===== src/rtl/lsu_bus_master.sv =====
// MEM-stage load/store initiator: converts MemRead/MemWrite strobes into a single
// outstanding valid/ready bus transaction, stalling the pipeline until it completes.
module lsu_bus_master #(
  parameter int unsigned WORD    = 32,
  parameter int unsigned TIMEOUT = 255
) (
  input  logic            clk,
  input  logic            reset,
  input  logic            MemRead,
  input  logic            MemWrite,
  input  logic [WORD-1:0] ALUResult_in,
  input  logic [WORD-1:0] MemWriteData,
  output logic            Stall,
  output logic            Done,
  output logic            Fault,
  output logic [WORD-1:0] MemReadData,
  output logic            mem_req_valid,
  input  logic            mem_req_ready,
  output logic            mem_req_write,
  output logic [WORD-1:0] mem_addr,
  output logic [WORD-1:0] mem_wdata,
  input  logic            mem_rsp_valid,
  input  logic [WORD-1:0] mem_rdata
);

  localparam int unsigned CW = $clog2(TIMEOUT + 1);
  localparam logic [CW-1:0] LAST = CW'(TIMEOUT - 1);

  typedef enum logic [2:0] {
    IDLE = 3'd0,
    REQ  = 3'd1,
    RESP = 3'd2,
    DONE = 3'd3,
    ERR  = 3'd4
  } state_e;

  state_e          state_q, state_d;
  logic [CW-1:0]   cnt_q, cnt_d;
  logic            valid_q, valid_d;
  logic            write_q, write_d;
  logic            done_q, done_d;
  logic            fault_q, fault_d;
  logic [WORD-1:0] addr_q, addr_d;
  logic [WORD-1:0] wdata_q, wdata_d;
  logic [WORD-1:0] rdata_q, rdata_d;
  logic            stall_c;
  logic            acc;
  logic            bad;
  logic            expired;

  assign acc     = MemRead | MemWrite;
  assign bad     = (MemRead & MemWrite) | (ALUResult_in[1:0] != 2'b00);
  // The current cycle is the last one allowed before the transaction times out.
  assign expired = (cnt_q >= LAST);

  // Next-state, datapath latching and stall decode.
  always_comb begin
    state_d = state_q;
    cnt_d   = cnt_q;
    write_d = write_q;
    addr_d  = addr_q;
    wdata_d = wdata_q;
    rdata_d = rdata_q;
    stall_c = 1'b0;
    unique case (state_q)
      IDLE: begin
        stall_c = acc;
        if (acc) begin
          if (bad) begin
            state_d = ERR;
          end else begin
            state_d = REQ;
            cnt_d   = '0;
            addr_d  = ALUResult_in;
            wdata_d = MemWriteData;
            write_d = MemWrite;
          end
        end
      end
      REQ: begin
        stall_c = 1'b1;
        cnt_d   = cnt_q + CW'(1);
        if (mem_req_ready) state_d = RESP;
        else if (expired)  state_d = ERR;
      end
      RESP: begin
        stall_c = 1'b1;
        cnt_d   = cnt_q + CW'(1);
        if (mem_rsp_valid) begin
          state_d = DONE;
          if (!write_q) rdata_d = mem_rdata;
        end else if (expired) begin
          state_d = ERR;
        end
      end
      DONE:    state_d = IDLE;
      ERR:     state_d = IDLE;
      default: state_d = IDLE;
    endcase
    valid_d = (state_d == REQ);
    done_d  = (state_d == DONE);
    fault_d = (state_d == ERR);
  end

  always_ff @(posedge clk or negedge reset) begin
    if (!reset) begin
      state_q <= IDLE;
      cnt_q   <= '0;
      valid_q <= 1'b0;
      write_q <= 1'b0;
      done_q  <= 1'b0;
      fault_q <= 1'b0;
      addr_q  <= '0;
      wdata_q <= '0;
      rdata_q <= '0;
    end else begin
      state_q <= state_d;
      cnt_q   <= cnt_d;
      valid_q <= valid_d;
      write_q <= write_d;
      done_q  <= done_d;
      fault_q <= fault_d;
      addr_q  <= addr_d;
      wdata_q <= wdata_d;
      rdata_q <= rdata_d;
    end
  end

  // Stall is forced low while reset is asserted so the pipeline is released at once.
  assign Stall         = reset & stall_c;
  assign Done          = done_q;
  assign Fault         = fault_q;
  assign MemReadData   = rdata_q;
  assign mem_req_valid = valid_q;
  assign mem_req_write = write_q;
  assign mem_addr      = addr_q;
  assign mem_wdata     = wdata_q;

endmodule


===== config.mk =====
export PLATFORM = sky130hd
export DESIGN_NAME = lsu_bus_master
export DESIGN_NICKNAME = d
export VERILOG_FILES = /design/src/rtl/lsu_bus_master.sv
export SDC_FILE = /design/constraint.sdc
export NUM_CORES = 1
export LEC_CHECK = 0
export CORE_MARGIN = 2
export CORE_UTILIZATION = 45
export CTS_CLUSTER_SIZE = 40
export DETAILED_ROUTE_END_ITERATION = 10
export DONT_BUFFER_PORTS = 1
export HOLD_SLACK_MARGIN = 0.08
export PLACE_DENSITY = 0.62
export SYNTH_ARGS = -nofsm -noshare
export SYNTH_HDL_FRONTEND = slang
export SYNTH_SLANG_ARGS = --single-unit

===== constraint.sdc =====
create_clock -name clk -period 2.4 [get_ports clk]
set_clock_uncertainty 0.15 [all_clocks]
set_input_delay 0.24 -clock clk [delete_from_list [all_inputs] [get_ports clk]]
set_output_delay 0.24 -clock clk [all_outputs]
set_load 0.05 [all_outputs]

==> results of run 1 <==
cells by family after synthesis:
family	Yosys count	share of synthesized area, %
flip-flops	111	62.9
multiplexers	98	24.9
buffers and inverters	16	3.09
adder cells (fa/ha/maj)	2	0.567
AO/OA/AOI/OAI	19	3.49
AND/OR/NAND/NOR	32	4.20
XOR/XNOR	4	0.794
through the flow:
| stage | hold WS, ns | area [um2] |
|---|---|---|
| after floorplan | -0.206 | 4410 |
| after global placement | -0.203 | 4560 |
| after detailed placement | -0.203 | 4560 |
==> metrics, run 1 <==
status did not finish; last step reached clock tree synthesis; Run Error [ERROR RSZ-0060] Max buffer count reached.; # clock sinks 111; Syn. warnings 0; most frequent cell after synthesis dfrtp_1; Syn Area/Cell 15.6 um2; post-synthesis cell area ~4400 um2; Synth top cells by count 111 x dfrtp_1, 94 x mux2_2, 10 x buf_6; post-placement setup slack a little over 0.4 ns; placed cells 412; Synth Flop Type dfrtp_1; Initial Utilization 45.8%; top cells by area, synth dfrtp_1 63%, mux2_2 24%, buf_6 2.6%; Yosys top cell area share 62.9%; CTS Buffer Depth 2; die width between 100 and 150 um; GPL Wtd Cong 0.750; DIE HEIGHT 103 um; dpl hpwl 5.83 mm; # port buffers 0; async set-reset flop share out of synthesis between 90% and 100%; post-CTS sizing 0; post-synth cell types 41; Post-synth EDFFs 0; post-synth net total 386; IO Count approximately 200; clk root buf clkbuf_8; Inserted Clock Buffers 9; post-synthesis sequential area ratio 62.9%; Post-Synthesis Cells 282; # hold bufs at CTS 101; Post-CTS Setup Inserts 0; Synth area leader dfrtp_1; # rows 36; H-tree levels 3; synthesis-stage register bit count around 110
==> run 2, diff against run 1 <==
--- a/config.mk
+++ b/config.mk
@@ -6,12 +6,10 @@
 export NUM_CORES = 1
 export LEC_CHECK = 0
 export CORE_MARGIN = 2
-export CORE_UTILIZATION = 45
-export CTS_CLUSTER_SIZE = 40
+export CORE_UTILIZATION = 30
 export DETAILED_ROUTE_END_ITERATION = 10
 export DONT_BUFFER_PORTS = 1
-export HOLD_SLACK_MARGIN = 0.08
-export PLACE_DENSITY = 0.62
+export PLACE_DENSITY_LB_ADDON = 0.15
 export SYNTH_ARGS = -nofsm -noshare
 export SYNTH_HDL_FRONTEND = slang
 export SYNTH_SLANG_ARGS = --single-unit
==> metrics, run 2 <==
Initial Utilization 30.5%; vias per cell 4.60; reg2reg setup slack approximately 0.32 ns; vias in the first global route about 2,800; Inserted Clock Buffers 9; total congestion overflow 0; Crit. End Element primary output; routed len/inst 16.9 um; Startpoint Class flip-flop; post-synthesis cell area 4410 um2; Fmax 456 MHz; largest net degree at the start of global routing ~110; RSZ-0062 raised after global routing no; global-route wire length before repair 15.4 mm; commonest non-fill, non-tap cell in the layout dfrtp_1; post-synthesis sequential area ratio 62.9%; post-layout minimum cycle time 2.19 ns; post-synth cell types 41; Register Area 2780 um2; die area approximately 16,000 um2; clk root buf clkbuf_16; final setup fails 0; later-pin clock latency in the skew report around 0.35 ns; Clock transition at path regs about 0.070 ns; status finished, violations left; Syn Area/Cell 15.6 um2; async set-reset flop share out of synthesis 100%; worst endpoint data arrival time 1.80 ns; Worst Setup SP state_q[0]; CTS Buffer Depth 2; failing checks hold timing; post-synth net total 386; Post-CTS Setup Inserts 0; commonest cells after routing, fill and taps aside 111 x dfrtp_1, 99 x dlygate4sd3_1, 94 x mux2_2; antenna cells 0; final wirelength approximately 10 mm; WHS -0.567 ns; Slew Viols, Final 0; FILL cells 1,361; Total GRT Usage 12.5%; maximum fanout along the worst path 7; # hold bufs at CTS 99; most frequent cell after synthesis dfrtp_1; reg2reg path depth 5; Synth Flop Type dfrtp_1; Max-slew headroom approximately 62%; Hold Violations, Final about 110; initial antenna violation count 0; share of cells above drive strength 1 30.9%; part of the cycle the worst path needs approximately 91%; Yosys top cell area share 62.9%; # port buffers 0; top cells by area, synth dfrtp_1 63%, mux2_2 24%, buf_6 2.6%; GPL Wtd Cong 0.696; synthesis-stage register bit count roughly 110; Post-synth EDFFs 0; crit path kind flip-flop to primary output; placed inst area 4580 um2; Critical Path RT 2.01 ns; IO Count 203; Final Non-Filler Cells 576; final instance area 5870 um2; Area Overhead vs Synth 32.9%; Vias 2,650; DIE HEIGHT 125 um; placed cells 461; multi-input logic area between 1500 and 2000 um2; dpl hpwl 6.28 mm; worst-margin pin slew 0.569 ns; post-route ant nets 0; DR DRC count 0; Core Region roughly 14,000 um2; TNS Setup 0 ns; H-tree levels 3; CP endpoint Stall; Final Net Count between 400 and 500; die width between 100 and 150 um; max_cap viols 0; Synth top cells by count 111 x dfrtp_1, 94 x mux2_2, 10 x buf_6; # rows 44; Post-Synthesis Cells around 280; Synth area leader dfrtp_1; # clock sinks 111; CTS tree built; Syn. warnings 0; Worst Hold Class primary input to asynchronous set/reset pin; Pre-antenna DRT Iters 6; Final Util 40.5%; end of the worst register-to-register path MemReadData[21]; initial DRC count 88; R2R Path Start state_q[0]
run 2: cell counts after synthesis:
Identical to the previous run, type by type.
run 2: worst min-delay path by stage:
stage | startpoint | end | slack [ns]
detailed placement | reset | mem_wdata[15] | -0.20
global placement | reset | mem_wdata[15] | -0.20
floorplan | reset | Done | -0.21
CTS | reset | cnt_q[7] | -0.59
global route | reset | mem_wdata[13] | -0.60
finish | reset | mem_wdata[15] | -0.57
run 2: cell type report:
type | count | area share (%)
clock buffer | 11 | 4.31
clock inverter | 5 | 0.661
inverter | 5 | 0.320
multi-input combinational | 155 | 25.8
sequential | 111 | 47.3
tap | 184 | 3.92
timing repair buffer | 105 | 17.7
run 2: cells by family after synthesis:
group                      synth area share [%]
DFF                                        62.9
buffers and inverters                      3.09
and+or+nand+nor                            4.20
xor gates and xnor gates                  0.794
muxes                                      24.9
AOI/OAI and AO/OA                          3.49
adders and majority gates                 0.567
run 2: through the flow:
| step | hold slack, ns | setup slack [ns] |
|---|---|---|
| 4_1_cts | -0.593 | 0.0172 |
| 3_3_place_gp | -0.202 | 0.381 |
| 6_report | -0.567 | 0.209 |
| 3_5_place_dp | -0.203 | 0.336 |
| 2_1_floorplan | -0.206 | 0.538 |
| 5_1_grt | -0.596 | 0.0463 |
run 2: what timing repair did:
item                                    in CTS  in global routing
gates resized for setup                      0                  1
endpoints found under the setup margin       0                  1
endpoints found under the hold margin      214                111
run 2: critical path: stages (launching register included):
cell,delay (ns)
dfrtp_1,0.45
nor3_2,0.30
o21ai_0,0.23
inv_1,0.14
o21a_1,0.14
buf_4,0.19
run 2: per-layer routing:
metal  global-route usage [%]  vias to the layer above  wire length [um]
li1                         -                     1203                 -
met1                     13.9                     1338              3700
met2                     22.0                       98              5160
met3                     5.13                       11               715
met4                     3.92                        0               137
met5                        0                        -                 0
Power of run 2 is left out: the tool's default activity adds up to more than one toggle a clock period on the data nets, which glitch-free logic cannot reach.
